--- src/rtl/hs_pkg.sv ---
// Shared definitions for the source-side handshake serializer: FSM encoding and default sizing.
package hs_pkg;

  localparam int unsigned DEF_WIDTH  = 8;
  localparam int unsigned DEF_NCHUNK = 4;
  localparam int unsigned DEF_DEPTH  = 4;

  typedef enum logic [1:0] {
    S_IDLE  = 2'd0,
    S_WAIT  = 2'd1,
    S_ISSUE = 2'd2,
    S_DONE  = 2'd3
  } state_t;

endpackage

--- src/rtl/hs_word_fifo.sv ---
// Synchronous word FIFO with first-word-fall-through read data; DEPTH must be a power of 2.
module hs_word_fifo #(
  parameter int unsigned W     = 32,
  parameter int unsigned DEPTH = 4
) (
  input  logic                         clk,
  input  logic                         rst_n,
  input  logic                         push,
  input  logic                         pop,
  input  logic [W-1:0]                 din,
  output logic [W-1:0]                 dout,
  output logic                         full,
  output logic                         empty,
  output logic [$clog2(DEPTH+1)-1:0]   count
);

  localparam int unsigned AW = $clog2(DEPTH);
  localparam int unsigned CW = $clog2(DEPTH+1);

  logic [W-1:0]  mem [DEPTH];
  logic [AW-1:0] wr_ptr;
  logic [AW-1:0] rd_ptr;
  logic          do_push;
  logic          do_pop;

  assign full    = (count == CW'(DEPTH));
  assign empty   = (count == '0);
  assign do_push = push & ~full;
  assign do_pop  = pop & ~empty;
  assign dout    = mem[rd_ptr];

  always_ff @(posedge clk) begin
    if (do_push) mem[wr_ptr] <= din;
  end

  always_ff @(posedge clk or negedge rst_n) begin
    if (!rst_n) begin
      wr_ptr <= '0;
      rd_ptr <= '0;
      count  <= '0;
    end else begin
      if (do_push) wr_ptr <= wr_ptr + AW'(1);
      if (do_pop)  rd_ptr <= rd_ptr + AW'(1);
      unique case ({do_push, do_pop})
        2'b10:   count <= count + CW'(1);
        2'b01:   count <= count - CW'(1);
        default: count <= count;
      endcase
    end
  end

endmodule

--- src/rtl/hs_src_serializer.sv ---
// Source-clock feeder for the req/ack synchronizer: buffers producer words and issues
// them one WIDTH-bit chunk per handshake, MSB chunk first, advancing only on sdone.
module hs_src_serializer
  import hs_pkg::*;
#(
  parameter int unsigned WIDTH  = DEF_WIDTH,
  parameter int unsigned NCHUNK = DEF_NCHUNK,
  parameter int unsigned DEPTH  = DEF_DEPTH
) (
  input  logic                    sclk,
  input  logic                    rst_n,
  input  logic                    in_valid,
  input  logic [WIDTH*NCHUNK-1:0] in_data,
  output logic                    in_ready,
  input  logic                    sidle,
  input  logic                    sdone,
  output logic                    sready,
  output logic [WIDTH-1:0]        din,
  output logic                    busy,
  output logic [15:0]             xfer_cnt
);

  localparam int unsigned WW = WIDTH * NCHUNK;
  localparam int unsigned IW = (NCHUNK > 1) ? $clog2(NCHUNK) : 1;
  localparam int unsigned CW = $clog2(DEPTH+1);
  localparam logic [IW-1:0] LAST = IW'(NCHUNK - 1);

  state_t         state;
  logic [WW-1:0]  shreg;
  logic [IW-1:0]  idx;

  logic           fifo_push;
  logic           fifo_pop;
  logic [WW-1:0]  fifo_dout;
  logic           fifo_full;
  logic           fifo_empty;
  logic [CW-1:0]  fifo_count;

  assign in_ready  = ~fifo_full;
  assign fifo_push = in_valid & ~fifo_full;
  assign busy      = (state != S_IDLE) || (fifo_count != '0);

  hs_word_fifo #(
    .W     (WW),
    .DEPTH (DEPTH)
  ) u_fifo (
    .clk   (sclk),
    .rst_n (rst_n),
    .push  (fifo_push),
    .pop   (fifo_pop),
    .din   (in_data),
    .dout  (fifo_dout),
    .full  (fifo_full),
    .empty (fifo_empty),
    .count (fifo_count)
  );

  // Pop either from idle, or straight out of S_DONE on the last chunk so words chain without an idle hop.
  always_comb begin
    fifo_pop = 1'b0;
    unique case (state)
      S_IDLE:  fifo_pop = ~fifo_empty;
      S_DONE:  fifo_pop = sdone && (idx == LAST) && !fifo_empty;
      default: fifo_pop = 1'b0;
    endcase
  end

  always_ff @(posedge sclk or negedge rst_n) begin
    if (!rst_n) begin
      state    <= S_IDLE;
      shreg    <= '0;
      idx      <= '0;
      sready   <= 1'b0;
      din      <= '0;
      xfer_cnt <= '0;
    end else begin
      unique case (state)
        S_IDLE: begin
          if (!fifo_empty) begin
            shreg <= fifo_dout;
            idx   <= '0;
            state <= S_WAIT;
          end
        end
        S_WAIT: begin
          if (sidle) begin
            sready <= 1'b1;
            din    <= shreg[WW-1 -: WIDTH];
            state  <= S_ISSUE;
          end
        end
        S_ISSUE: begin
          sready <= 1'b0;
          state  <= S_DONE;
        end
        S_DONE: begin
          if (sdone) begin
            xfer_cnt <= xfer_cnt + 16'd1;
            if (idx != LAST) begin
              idx   <= idx + IW'(1);
              shreg <= shreg << WIDTH;
              state <= S_WAIT;
            end else if (!fifo_empty) begin
              shreg <= fifo_dout;
              idx   <= '0;
              state <= S_WAIT;
            end else begin
              state <= S_IDLE;
            end
          end
        end
        default: state <= S_IDLE;
      endcase
    end
  end

endmodule
--- config.mk ---
export PLATFORM = sky130hd
export DESIGN_NAME = hs_src_serializer
export DESIGN_NICKNAME = d
export VERILOG_FILES = /design/src/rtl/hs_pkg.sv /design/src/rtl/hs_word_fifo.sv /design/src/rtl/hs_src_serializer.sv
export SDC_FILE = /design/constraint.sdc
export NUM_CORES = 1
export LEC_CHECK = 0
export ABC_CLOCK_PERIOD_IN_PS = 3000
export BUFFER_PORTS_ARGS = -buffer_cell sky130_fd_sc_hd__buf_2
export CORE_AREA = 2 2 128 130
export CTS_BUF_LIST = sky130_fd_sc_hd__clkbuf_4 sky130_fd_sc_hd__clkbuf_8 sky130_fd_sc_hd__clkbuf_16
export CTS_CLUSTER_SIZE = 10
export DETAILED_ROUTE_END_ITERATION = 12
export DIE_AREA = 0 0 130 132
export PLACE_DENSITY_LB_ADDON = 0.25
export RECOVER_POWER = 50
export SYNTH_ARGS = -nofsm -noshare
export SYNTH_HDL_FRONTEND = slang
export SYNTH_SLANG_ARGS = --single-unit
--- constraint.sdc ---
create_clock -name sclk -period 3 [get_ports sclk]
set_input_delay 0.6 -clock sclk [delete_from_list [all_inputs] [get_ports sclk]]
set_output_delay 0.6 -clock sclk [all_outputs]
set_load 0.01 [all_outputs]
* Word level (Yosys, flattened, before mapping)
Memory sizes are Yosys's and may differ from the RTL's. Cells that the tools add are included.
Storage, ports and cells: latch bits 0, memory bits (read-only) 0, output and inout bits 27, input port bits 37, logic and storage cells 68, bits in registers 68, memories kept 1, RAM bits 128
Cells by class: add/subtract/negate cells 6, eq/ne operators 11, mux-type cells 20, bitwise logic cells 5, shift operators 0, reductions and logical operators 16, divide/modulo/power cells 0, magnitude comparators 0, multipliers 0
Memory list:
- u_fifo.mem | words 4, width 32, rd ports 1, clocked after Yosys merged registers in 0, write ports 1, RTL line hs_word_fifo.sv:20 | logic [W-1:0] mem [DEPTH];
Operators by type and width (count):
- 2-to-1 mux 32 bit | 3
- one-hot mux 32 bit (2 select lines) | 1
- adder 16 x 1 -> 16 bit, second input constant | 1
- 2-to-1 mux 2 bit | 6
- equality test 2 bit, second input constant | 4
- != test 2 bit, second input constant | 4
- one-hot mux 2 bit (4 select lines) | 1
- AND reduction 2 bit | 4
- nonzero test 2 bit | 4
- adder 2 x 1 -> 2 bit, second input constant | 3
- one-hot mux 3 bit (2 select lines) | 1
- 2-to-1 mux 1 bit | 5
- equality test 2 x 1 -> 1 bit, second input constant | 2
- one-hot mux 1 bit (2 select lines) | 2
- one-hot mux 2 bit (2 select lines) | 1
- adder 3 x 1 -> 3 bit, second input constant | 1
- bitwise AND 1 bit | 3
- equality test 3 bit, second input constant | 1
- zero test 3 bit | 1
- AND reduction 3 bit | 1
- nonzero test 3 bit | 1
- subtractor 3 x 1 -> 3 bit, second input constant | 1
- logical AND 1 bit | 2
- zero test 2 bit | 1
- other kinds (3) | 4

* Longest topological paths before layout
Gate-level depths: netlist of the first run.
word-level depth 7, gate-level depth with buffers 10, mapped depth without buffers 10

* Modules after synthesis
From an unflattened synthesis of the first run, not the netlist that was laid out.
Second synthesis, totals: cells, all modules 449, area, all modules 7807.5 um^2
Modules (own cells, without submodules):
- hs_word_fifo | cells each 205, instances 1, area an instance 5091.1 um^2, seq. area each 4018.9 um^2
- hs_src_serializer | cells each 244, instances 1, area an instance 2716.4 um^2, seq. area each 1526.5 um^2

* Worst setup path before layout of the first run
Ideal clock, no wire load.
path type reg2reg, from reg state[0], to reg u_fifo.count[2], data required time 2.921 ns, setup time 0.079 ns, stages on the path, launching flop included 10, slack 0.712 ns, arrival time 2.209 ns, clock period less this slack 2.288 ns, cell sequence dfrtp_1 inv_1 ha_1 nor3_1 ha_1 inv_1 fa_1 xor2_1 nor2_1 xor2_1
Between the ends: cells in the longest elaborated chain, start to end 5, elaborated cells on any way between the ends 8
RTL lines:
- start, declared | RTL line hs_src_serializer.sv:28 | state_t state;
- start signal, assigned | RTL line hs_src_serializer.sv:70 | state <= S_IDLE;
- start signal, assigned | RTL line hs_src_serializer.sv:82 | state <= S_WAIT;
- start signal, assigned | RTL line hs_src_serializer.sv:89 | state <= S_ISSUE;
- equality test 2 bit / zero test 2 bit (equally long branches) | RTL line hs_src_serializer.sv:61 | unique case (state)
- one-hot mux 1 bit (2 select lines) * | RTL line hs_src_serializer.sv:61
- bitwise AND 1 bit * | RTL line hs_word_fifo.sv:29 | assign do_pop = pop & ~empty;
- named net u_fifo.do_pop | RTL line hs_word_fifo.sv:24 | logic do_pop;
- equality test 2 x 1 -> 1 bit / equality test 2 bit (equally long branches) | RTL line hs_word_fifo.sv:44 | unique case ({do_push, do_pop})
- one-hot mux 3 bit (2 select lines) / nonzero test 2 bit (equally long branches)
- end signal, assigned | RTL line hs_word_fifo.sv:45 | 2'b10: count <= count + CW'(1);
- end signal, assigned | RTL line hs_word_fifo.sv:46 | 2'b01: count <= count - CW'(1);
- end signal, assigned | RTL line hs_word_fifo.sv:47 | default: count <= count;
- end, declared | RTL line hs_word_fifo.sv:14 | output logic [$clog2(DEPTH+1)-1:0] count
The timed path passes the listed nets; every way through them passes the cells marked *. A chain may end at the register's enable or synchronous reset.

* Final worst setup path of the first run
Ends and elaborated chain as after synthesis.

==> summary.txt, run 1 <==
Clocking
  – CTS tree: built
  – H-tree depth: 4
  – Hold Buf Count CTS: 0
  – # Post-CTS Setup Buffers: 0
  – CTS sink cnt: 196
  – Clk buf depth: 2
  – CTS buffer count: 17
  – Clk pin slew, worst setup/hold paths: 0.07 ns
  – CTS resizes: 0
  – Root buffer cell: clkbuf_16
  – Clk_lat worst skew: 0.42 ns

Detailed routing
  – Max layer used: met4
  – Initial DRC count: between 200 and 250
  – 1st-pass router iterations: 4
  – Via-to-Cell Ratio: 5.37
  – Met2 WL: 6950 um
  – Final ANT Viol Nets: 0
  – M1 WL: slightly above 6000 um
  – Wire per inst: 18.5 um
  – Met3 wire length: 548 um
  – # DRC: 0
  – Routed via count: 3997
  – Final wirelength: 13800 um

Synth
  – Syn_area_per_cell: 17.8 um^2
  – Post-synthesis async set-or-reset flop share: 0.347
  – Net Count, Synth: 489
  – Sequential area share after synthesis: 0.710
  – Yosys warnings: 0
  – Top FF cell, synth: edfxtp_1
  – Count leader, synth: edfxtp_1
  – Top cells by count, synth: edfxtp_1, dfrtp_1, nor2_1
  – Synth area leader: edfxtp_1
  – Synth Register Bits: 196
  – Area share of the largest cell type after synthesis: 0.492
  – Synth top area cells: edfxtp_1, dfrtp_1, mux4_2, mux4_1, ha_1
  – Post-synth EDFFs: 128
  – Mapped Area: between 7000 and 8000 um^2
  – Netlist cell types: 45
  – Mapped Cells: 439

STA
  – Slew @ Worst Pin: 1.28 ns
  – Setup TNS: 0 ns
  – Fmax: 391 MHz
  – Max_slew headroom: 0.149
  – Period utilization: 0.852
  – Final count of hold timing violations: 0
  – Fin crit period: around 2.6 ns
  – Worst clock skew: 0.00715 ns
  – Worst Setup Slack, final: 0.443 ns
  – Slew Limit Fails: 0
  – Final setup viols: 0
  – RSZ-0062 raised after global routing: false

Placed design
  – Dpl cell area: 8330 um^2
  – Final GP Congestion: 0.746
  – Dpl ws: 0.456 ns
  – IO Port Bufs: 63
  – Post-DP HPWL: 8610 um

Cells and area
  – Final core occ: 0.566
  – Design Area, Final: just under 9000 um^2
  – Fraction of layout cells with a size suffix above 1: 0.246
  – Number of diodes: 0
  – Synth-to-Final Area Change: 13.9%
  – Nets@finish: about 570
  – Fillers: between 1000 and 1500

Critical path
  – Worst reg2reg startpoint: state[0]
  – CP Launch Type: register
  – Worst Path Arrival: 2.90 ns
  – Critical path class: register to register
  – Crit path max fanout: 7
  – Crit path launch: state[0]
  – Worst EP required: between 3 and 4 ns
  – CP endpoint kind: register
  – Reg2reg path depth: 9

Floorplan
  – Starting Density: 0.497
  – Die Area: ~17000 um^2
  – Core footprint: ~16000 um^2
  – Die Height: approximately 130 um
  – # rows: 46
  – Die X-Extent: 130 um
  – Io pins: 64

Run status
  – Outcome: finished, final reports clean

Worst hold path
  – Hold crit path type: primary input to async pin

Global routing
  – Grt total ovfl: 0
  – Initial antenna violation count: 0
  – Vias in the first global route: 4168
  – First-pass GRT wire length: 22300 um
  – Total GRT Usage: 0.174
  – Pin count of the biggest net entering global routing: 33

Power
  – Leak Pwr: 0.00331 uW
  – Worst vdd ir: around 0.48 mV
  – Final Total Pwr: 9270 uW
  – Power Dens Cells: 1040 nW/um^2

Flow run
  – Max-cap violations: 0
[worst max-delay path, stage by stage (launching register included)]
cell	delay (ns)
dfrtp_1	0.38
inv_1	0.11
ha_1	0.42
nor3_1	0.45
ha_1	0.26
inv_1	0.06
fa_1	0.37
xor2_1	0.15
nor2_1	0.13
xor2_1	0.15
[flip-flops by register name, indices dropped and copies added, names as in the netlist]
| signal | cells |
|---|---|
| shreg | 32 |
| idx | 2 |
| xfer_cnt | 16 |
| u_fifo.wr_ptr | 2 |
| u_fifo.mem | 128 |
| u_fifo.count | 3 |
| din | 8 |
| u_fifo.rd_ptr | 2 |
| sready | 1 |
| state | 2 |
[cell type report]
cell class | instances | area, um^2 | share of cell area
clock buffers | 19 | 440 | 0.0495
clock inverters | 13 | 184 | 0.0207
well taps | 216 | 270 | 0.0304
flip-flops and latches | 196 | 5550 | 0.623
inverters | 10 | 37.5 | 0.00422
multi-input cells | 216 | 2060 | 0.232
repair buffers | 75 | 357 | 0.0401
[power breakdown]
group | switching, uW | leakage, uW | internal [uW]
clock | 945 | 0.000296 | 1410
sequential | 402 | 0.00198 | 3680
combinational | 1580 | 0.00103 | 1250
total | 2920 | 0.00331 | 6340
[logic make-up (layout without fill, tap and decap cells)]
group / count (synthesis) / in the layout / synth area share
adders and majority gates: 13 / 13 / 0.0218
muxes: 43 / 43 / 0.113
buffers and inverters: 27 / 117 / 0.0256
xor gates and xnor gates: 21 / 21 / 0.0235
AOI/OAI and AO/OA: 46 / 46 / 0.0436
and+or+nand+nor: 93 / 93 / 0.0625
DFF: 196 / 196 / 0.710
[worst paths after layout]
check,slack (ns),to
min,0.43,din[2]
max reg2reg,0.44,u_fifo.count[2]
min reg2reg,0.46,xfer_cnt[15]
max,0.44,u_fifo.count[2]
max in group asynchronous,1.07,shreg[13]
min in group sclk,0.43,u_fifo.mem[3][19]
[per-layer routing]
layer  track usage  vias to the layer above
li1              -                     1836
met1         0.234                     2051
met2         0.279                       99
met3        0.0377                       11
met4        0.0663                        0
met5             0                        -
[layout by cell type, fill, tap and decap left out, types with 2 or more instances in the layout]
cell,instances
edfxtp_1,128
dfrtp_1,67
clkbuf_1,35
nor2_1,34
buf_2,29
o22ai_1,23
mux4_2,21
nor2_2,19
clkbuf_16,17
nand2_1,15
xnor2_1,13
ha_1,12
mux4_1,11
inv_1,10
mux2_2,10
buf_4,10
a22o_1,8
xor2_1,8
and3_1,6
nand4_1,5
bufinv_16,4
o21ai_0,3
clkinv_4,3
clkinvlp_4,3
nand3_1,2
a211o_1,2
a21oi_1,2
nor2b_1,2
and4_1,2
o21ai_2,2
clkinv_2,2
clkbuf_4,2
[stage by stage]
stage / std cells / hold slack, ns
floorplan: 439 / 0.304
global placement: 713 / 0.453
detailed placement: 713 / 0.460
CTS: 745 / 0.146
global route: 745 / 0.429
finish: 745 / 0.430
Power figures use the tool's default switching activity.
==> run 2, diff against run 1 <==
--- a/config.mk
+++ b/config.mk
@@ -8,7 +8,7 @@
 export ABC_CLOCK_PERIOD_IN_PS = 3000
 export BUFFER_PORTS_ARGS = -buffer_cell sky130_fd_sc_hd__buf_2
 export CORE_AREA = 2 2 128 130
-export CTS_BUF_LIST = sky130_fd_sc_hd__clkbuf_4 sky130_fd_sc_hd__clkbuf_8 sky130_fd_sc_hd__clkbuf_16
+export CTS_BUF_LIST = sky130_fd_sc_hd__clkbuf_16
 export CTS_CLUSTER_SIZE = 10
 export DETAILED_ROUTE_END_ITERATION = 12
 export DIE_AREA = 0 0 130 132
==> run 2 against run 1 <==
Compared with the run above:
- combinational power hardly changed
- critical path type unchanged
- maximum frequency hardly changed
- register-to-register slack hardly changed
- power is 0.27% lower
- routed wire length is 0.23% lower
- worst hold slack worse by 0.0080 ns
- via count is 0.55% higher
- global-route usage stayed put
==> summary.txt, run 2 (synthesis results as in run 1) <==
Run status
  – Outcome: finished, final reports clean

Detailed routing
  – Wire per inst: 18.4 um (-0.23%)
  – Met2 WL: 6940 um (-0.12%)
  – Initial DRC count: 219 (+2.8%)
  – Routed via count: 4019 (+0.55%)
  – Max layer used: met4
  – # DRC: 0 (unchanged)
  – Final wirelength: 13700 um (-0.23%)
  – Final ANT Viol Nets: 0 (unchanged)
  – 1st-pass router iterations: 4 (unchanged)
  – Via-to-Cell Ratio: 5.39 (+0.55%)
  – M1 WL: 6020 um (-1.0%)
  – Met3 wire length: 591 um (+7.8%)

Critical path
  – Crit path largest cell delay: 0.45 ns (about the same)
  – CP endpoint kind: register
  – Ordered list of cells on the worst path: inv_1 -> ha_1 -> nor3_1 -> ha_1 -> inv_1 -> fa_1 -> xor2_1 -> nor2_1 -> xor2_1
  – Critical path class: register to register
  – Worst Path Arrival: 2.90 ns (about the same)
  – Worst EP required: 3.35 ns (about the same)
  – Worst reg2reg startpoint: state[0]
  – CP Launch Type: register
  – Crit path max fanout: 7 (unchanged)
  – FF-to-FF setup slack: 0.44 ns (about the same)
  – Reg2reg path depth: 9 (unchanged)
  – Slowest stage cell, crit path: nor3_1
  – Reg2reg end: u_fifo.count[2]

Clocking
  – CTS sink cnt: 196 (unchanged)
  – Root buffer cell: clkbuf_16
  – Clk buf depth: 2 (unchanged)
  – Hold Buf Count CTS: 0 (unchanged)
  – CTS resizes: 0 (unchanged)
  – CTS tree: built
  – # Post-CTS Setup Buffers: 0 (unchanged)
  – CTS buffer count: 17 (unchanged)
  – Clk pin slew, worst setup/hold paths: 0.07 ns (about the same)
  – H-tree depth: 4 (unchanged)
  – Clk_lat worst skew: 0.43 ns (about the same)

Placed design
  – Post-DP HPWL: 8610 um (unchanged)
  – Final GP Congestion: 0.746 (unchanged)
  – IO Port Bufs: 63 (unchanged)

Power
  – Switching Fraction: 0.316 (+0.000881)
  – Net Sw Power: 2920 uW (about the same)
  – Worst vdd ir: 0.484 mV (+0.55%)
  – Combinational share of power: 0.306 (about the same)
  – Clk pwr share: 0.252 (-0.002)
  – Sequential power share: 0.442 (about the same)
  – Cell-internal power: 6320 uW (-0.40%)
  – Final Total Pwr: 9240 uW (-0.27%)
  – Power Dens Cells: 1040 nW/um^2 (-0.19%)
  – Leak Pwr: 0.00331 uW (about the same)

STA
  – Final count of hold timing violations: 0 (unchanged)
  – Max_slew headroom: 0.151 (+0.00135)
  – Fmax: 391 MHz (about the same)
  – Final setup viols: 0 (unchanged)
  – Setup TNS: 0 ns (unchanged)
  – Slew @ Worst Pin: 1.27 ns (-0.00202 ns)
  – Fin crit period: 2.56 ns (-0.000661 ns)
  – Period utilization: 0.852 (about the same)
  – Slew Limit Fails: 0 (unchanged)
  – Worst clock skew: 0.0140 ns (+0.00681 ns)
  – RSZ-0062 raised after global routing: false

Floorplan
  – Die Area: 17200 um^2 (unchanged)
  – Die Height: 132 um (unchanged)
  – Die X-Extent: 130 um (unchanged)
  – Starting Density: 0.497 (unchanged)
  – Io pins: 64 (unchanged)
  – Core footprint: 15700 um^2 (unchanged)
  – # rows: 46 (unchanged)

Global routing
  – Grt total ovfl: 0 (unchanged)
  – Initial antenna violation count: 0 (unchanged)
  – First-pass GRT wire length: 22300 um (about the same)
  – Pin count of the biggest net entering global routing: 33 (unchanged)
  – Total GRT Usage: 0.174 (unchanged)
  – Vias in the first global route: 4170 (+0.048%)

Cells and area
  – Synth-to-Final Area Change: 13.8% (about the same)
  – Most frequent cells in the layout: edfxtp_1, dfrtp_1, clkbuf_1
  – Biggest register: u_fifo.mem
  – Largest register FFs: 128 (unchanged)
  – Most common cell after layout, fill and taps aside: edfxtp_1
  – Fraction of layout cells with a size suffix above 1: 0.242 (-0.00378)
  – Regs by FF count: u_fifo.mem (128), shreg (32), xfer_cnt (16)
  – Nets@finish: 566 (unchanged)
  – Number of diodes: 0 (unchanged)

Worst hold path
  – Hold crit path type: primary input to async pin

Flow run
  – Max-cap violations: 0 (unchanged)
-- run 2: cell types whose count changed in the layout (fill, tap and decap cells not counted) --
cell and delta:
inv_1 +2, clkbuf_4 -2
-- run 2: power by group through the flow --
stage | registers, uW | logic (uW) | clock network [uW]
floorplan | 4030 | 2280 | 0
global placement | 4100 | 2790 | 0
detailed placement | 4150 | 2870 | 0
CTS | 4090 | 2890 | 2380
global route | 4160 | 3150 | 2490
finish | 4090 | 2830 | 2330
-- run 2: per-layer routing --
layer | global-route usage | up-vias
met4 | 0.0663 | 0
met1 | 0.234 | 2053
met5 | 0 | -
met3 | 0.0377 | 16
li1 | - | 1838
met2 | 0.279 | 112
-- run 2: worst max-delay path, delay by kind of cell, from the launching register on --
family,cells,cell delay [ns]
XOR/XNOR,2,0.30
adder cells (fa/ha/maj),3,1.05
buffers and inverters,2,0.17
flip-flops,1,0.38
AND/OR/NAND/NOR,2,0.58
-- run 2: how the worst max path moves through the flow --
stage,startpoint,endpoint
after floorplan,state[0],u_fifo.count[2]
after global placement,state[0],u_fifo.count[2]
after detailed placement,state[0],u_fifo.count[2]
after CTS,state[0],u_fifo.count[2]
after global routing,state[0],u_fifo.count[2]
final,state[0],u_fifo.count[2]
-- run 2: layout make-up --
class | instances | area (um^2)
Clock inverter | 15 | 191
Tap cell | 216 | 270
Sequential cell | 196 | 5550
Inverter | 10 | 37.5
Fill cell | 1228 | 6820
Timing Repair Buffer | 75 | 357
Multi-Input combinational cell | 216 | 2060
Clock buffer | 17 | 425
-- run 2: stage by stage --
step	utilization	hold slack (ns)	std cells	worst slack [ns]	cell area, um^2
final	0.566	0.422	745	0.444	8890
after global routing	0.566	0.429	745	0.196	8890
after CTS	0.569	0.146	745	0.438	8940
after detailed placement	0.530	0.460	713	0.456	8330
after global placement	0.530	0.453	713	0.579	8330
after floorplan	-	0.304	439	0.712	7810
==> run 3, diff against run 2 <==
--- a/config.mk
+++ b/config.mk
@@ -9,11 +9,12 @@
 export BUFFER_PORTS_ARGS = -buffer_cell sky130_fd_sc_hd__buf_2
 export CORE_AREA = 2 2 128 130
 export CTS_BUF_LIST = sky130_fd_sc_hd__clkbuf_16
+export CTS_CLUSTER_DIAMETER = 40
 export CTS_CLUSTER_SIZE = 10
 export DETAILED_ROUTE_END_ITERATION = 12
 export DIE_AREA = 0 0 130 132
 export PLACE_DENSITY_LB_ADDON = 0.25
-export RECOVER_POWER = 50
+export RECOVER_POWER = 25
 export SYNTH_ARGS = -nofsm -noshare
 export SYNTH_HDL_FRONTEND = slang
 export SYNTH_SLANG_ARGS = --single-unit
==> run 3 against run 2 <==
Compared with the run above:
- sequential share of layout area fell by 0.12 points
- final cell count did not move
- routed wire length barely moved
- power barely moved
- sequential cell count did not move
- maximum frequency barely moved
- utilization rose by 0.11 points
- via count fell by 0.15%
- sequential power barely moved
==> summary.txt, run 3 (synthesis results as in run 1) <==
Run status
  – Outcome: finished, final reports clean

Clocking
  – Root buffer cell: clkbuf_16
  – Clk_lat worst skew: 0.42 ns (about the same)
  – CTS tree: built
  – CTS resizes: 0 (unchanged)
  – # Post-CTS Setup Buffers: 0 (unchanged)
  – Clk pin slew, worst setup/hold paths: 0.07 ns (about the same)
  – Hold Buf Count CTS: 0 (unchanged)
  – CTS sink cnt: 196 (unchanged)
  – H-tree depth: 4 (unchanged)
  – Clk buf depth: 2 (unchanged)
  – CTS buffer count: 17 (unchanged)

STA
  – Fmax: 391 MHz (about the same)
  – Final setup viols: 0 (unchanged)
  – RSZ-0062 raised after global routing: false
  – Max_slew headroom: 0.438 (+0.287)
  – Fin crit period: 2.55 ns (-0.00132 ns)
  – Period utilization: 0.852 (about the same)
  – Setup TNS: 0 ns (unchanged)
  – Slew @ Worst Pin: 0.844 ns (-0.430 ns)
  – Slew Limit Fails: 0 (unchanged)
  – Hold Slack: 0.148 ns (-0.274 ns)
  – Final count of hold timing violations: 0 (unchanged)
  – Worst clock skew: 0.00749 ns (-0.00647 ns)

Power
  – Worst vdd ir: 0.481 mV (-0.67%)
  – Power Dens Cells: 1040 nW/um^2 (-0.17%)
  – Final Total Pwr: 9240 uW (about the same)
  – Leak Pwr: 0.00333 uW (+0.73%)

Floorplan
  – Die Area: 17200 um^2 (unchanged)
  – Starting Density: 0.497 (unchanged)
  – Die Height: 132 um (unchanged)
  – Die X-Extent: 130 um (unchanged)
  – Core footprint: 15700 um^2 (unchanged)
  – Io pins: 64 (unchanged)
  – # rows: 46 (unchanged)

Placed design
  – Post-DP HPWL: 8610 um (unchanged)
  – IO Port Bufs: 63 (unchanged)
  – Final GP Congestion: 0.746 (unchanged)
  – Inst Count DP: 713 (unchanged)

Detailed routing
  – Final ANT Viol Nets: 0 (unchanged)
  – Routed via count: 4013 (-0.15%)
  – Wire per inst: 18.4 um (about the same)
  – 1st-pass router iterations: 4 (unchanged)
  – Final wirelength: 13700 um (about the same)
  – Via-to-Cell Ratio: 5.39 (-0.15%)
  – # DRC: 0 (unchanged)
  – Initial DRC count: 212 (-3.2%)

Global routing
  – Initial antenna violation count: 0 (unchanged)
  – First-pass GRT wire length: 22300 um (unchanged)
  – Grt total ovfl: 0 (unchanged)
  – Pin count of the biggest net entering global routing: 33 (unchanged)
  – Vias in the first global route: 4170 (unchanged)
  – Total GRT Usage: 0.174 (unchanged)

Cells and area
  – Synth-to-Final Area Change: 14.0%
  – Most frequent cells in the layout: edfxtp_1, dfrtp_1, buf_2
  – Non-filler cells, final: 745 (unchanged)
  – Fillers: 1219 (-0.73%)
  – Number of diodes: 0 (unchanged)
  – Largest register FFs: 128 (unchanged)
  – Nets@finish: 566 (unchanged)
  – Regs by FF count: u_fifo.mem (128), shreg (32), xfer_cnt (16)
  – Biggest register: u_fifo.mem
  – Fraction of layout cells with a size suffix above 1: 0.259 (+0.0170)
  – Most common cell after layout, fill and taps aside: edfxtp_1

Critical path
  – Worst EP required: 3.35 ns (about the same)
  – CP Launch Type: register
  – Critical path class: register to register
  – CP endpoint kind: register
  – Crit path max fanout: 7 (unchanged)
  – Worst Path Arrival: 2.90 ns (about the same)

Worst hold path
  – Hold crit path type: primary input to async pin

Flow run
  – Max-cap violations: 0 (unchanged)
[run 3: cell types whose count changed in the layout (fill, tap and decap cells not counted)]
cell and change:
and2_0 -1, and2_1 +1, buf_2 +7, buf_4 +2, clkbuf_1 -8, clkbuf_2 -1, nand2_1 -1, nand2_2 +1
[run 3: area by class of cell]
cell class	instances	area, um^2	area share
tap	216	270	0.0303
clock buffer	17	425	0.0477
timing repair buffer	75	372	0.0417
inverter	10	37.5	0.00421
multi-input combinational	216	2070	0.232
sequential	196	5550	0.623
clock inverter	15	191	0.0215
[run 3: worst max-delay path, stage by stage, from the launching register on]
cell and delay, ns:
dfrtp_1 0.38, inv_1 0.11, ha_1 0.42, nor3_1 0.45, ha_1 0.26, inv_1 0.06, fa_1 0.37, xor2_1 0.15
nor2_1 0.13, xor2_1 0.15
[run 3: routing by layer]
layer | vias to the layer above | track usage | part of all wire
met5 | - | 0 | 0
met4 | 0 | 0.0663 | 0.013
met3 | 13 | 0.0377 | 0.039
met2 | 101 | 0.279 | 0.51
met1 | 2062 | 0.234 | 0.44
li1 | 1837 | - | -
[run 3: final timing paths]
path	startpoint	endpoint	slack, ns	cells after the start
max in group asynchronous	rst_n	u_fifo.count[0]	2.09	2
min in group sclk	in_data[11]	u_fifo.mem[1][11]	0.41	1
hold / removal	rst_n	din[2]	0.15	1
hold reg to reg	xfer_cnt[15]	xfer_cnt[15]	0.46	1
setup reg to reg	state[0]	u_fifo.count[2]	0.45	9
setup / recovery	state[0]	u_fifo.count[2]	0.45	9
[run 3: through the flow]
stage               utilization  instance area, um^2  setup slack (ns)
finish                    0.567                 8910             0.445
global route              0.567                 8910             0.196
CTS                       0.569                 8940             0.438
detailed placement        0.530                 8330             0.456
global placement          0.530                 8330             0.579
floorplan                     -                 7810             0.712
[run 3: report_power, final]
group          leakage (uW)  total [uW]  switching (uW)  internal (uW)
Sequential          0.00198        4090             402           3680
Combinational       0.00105        2830            1570           1250
Clock              0.000297        2330             943           1390
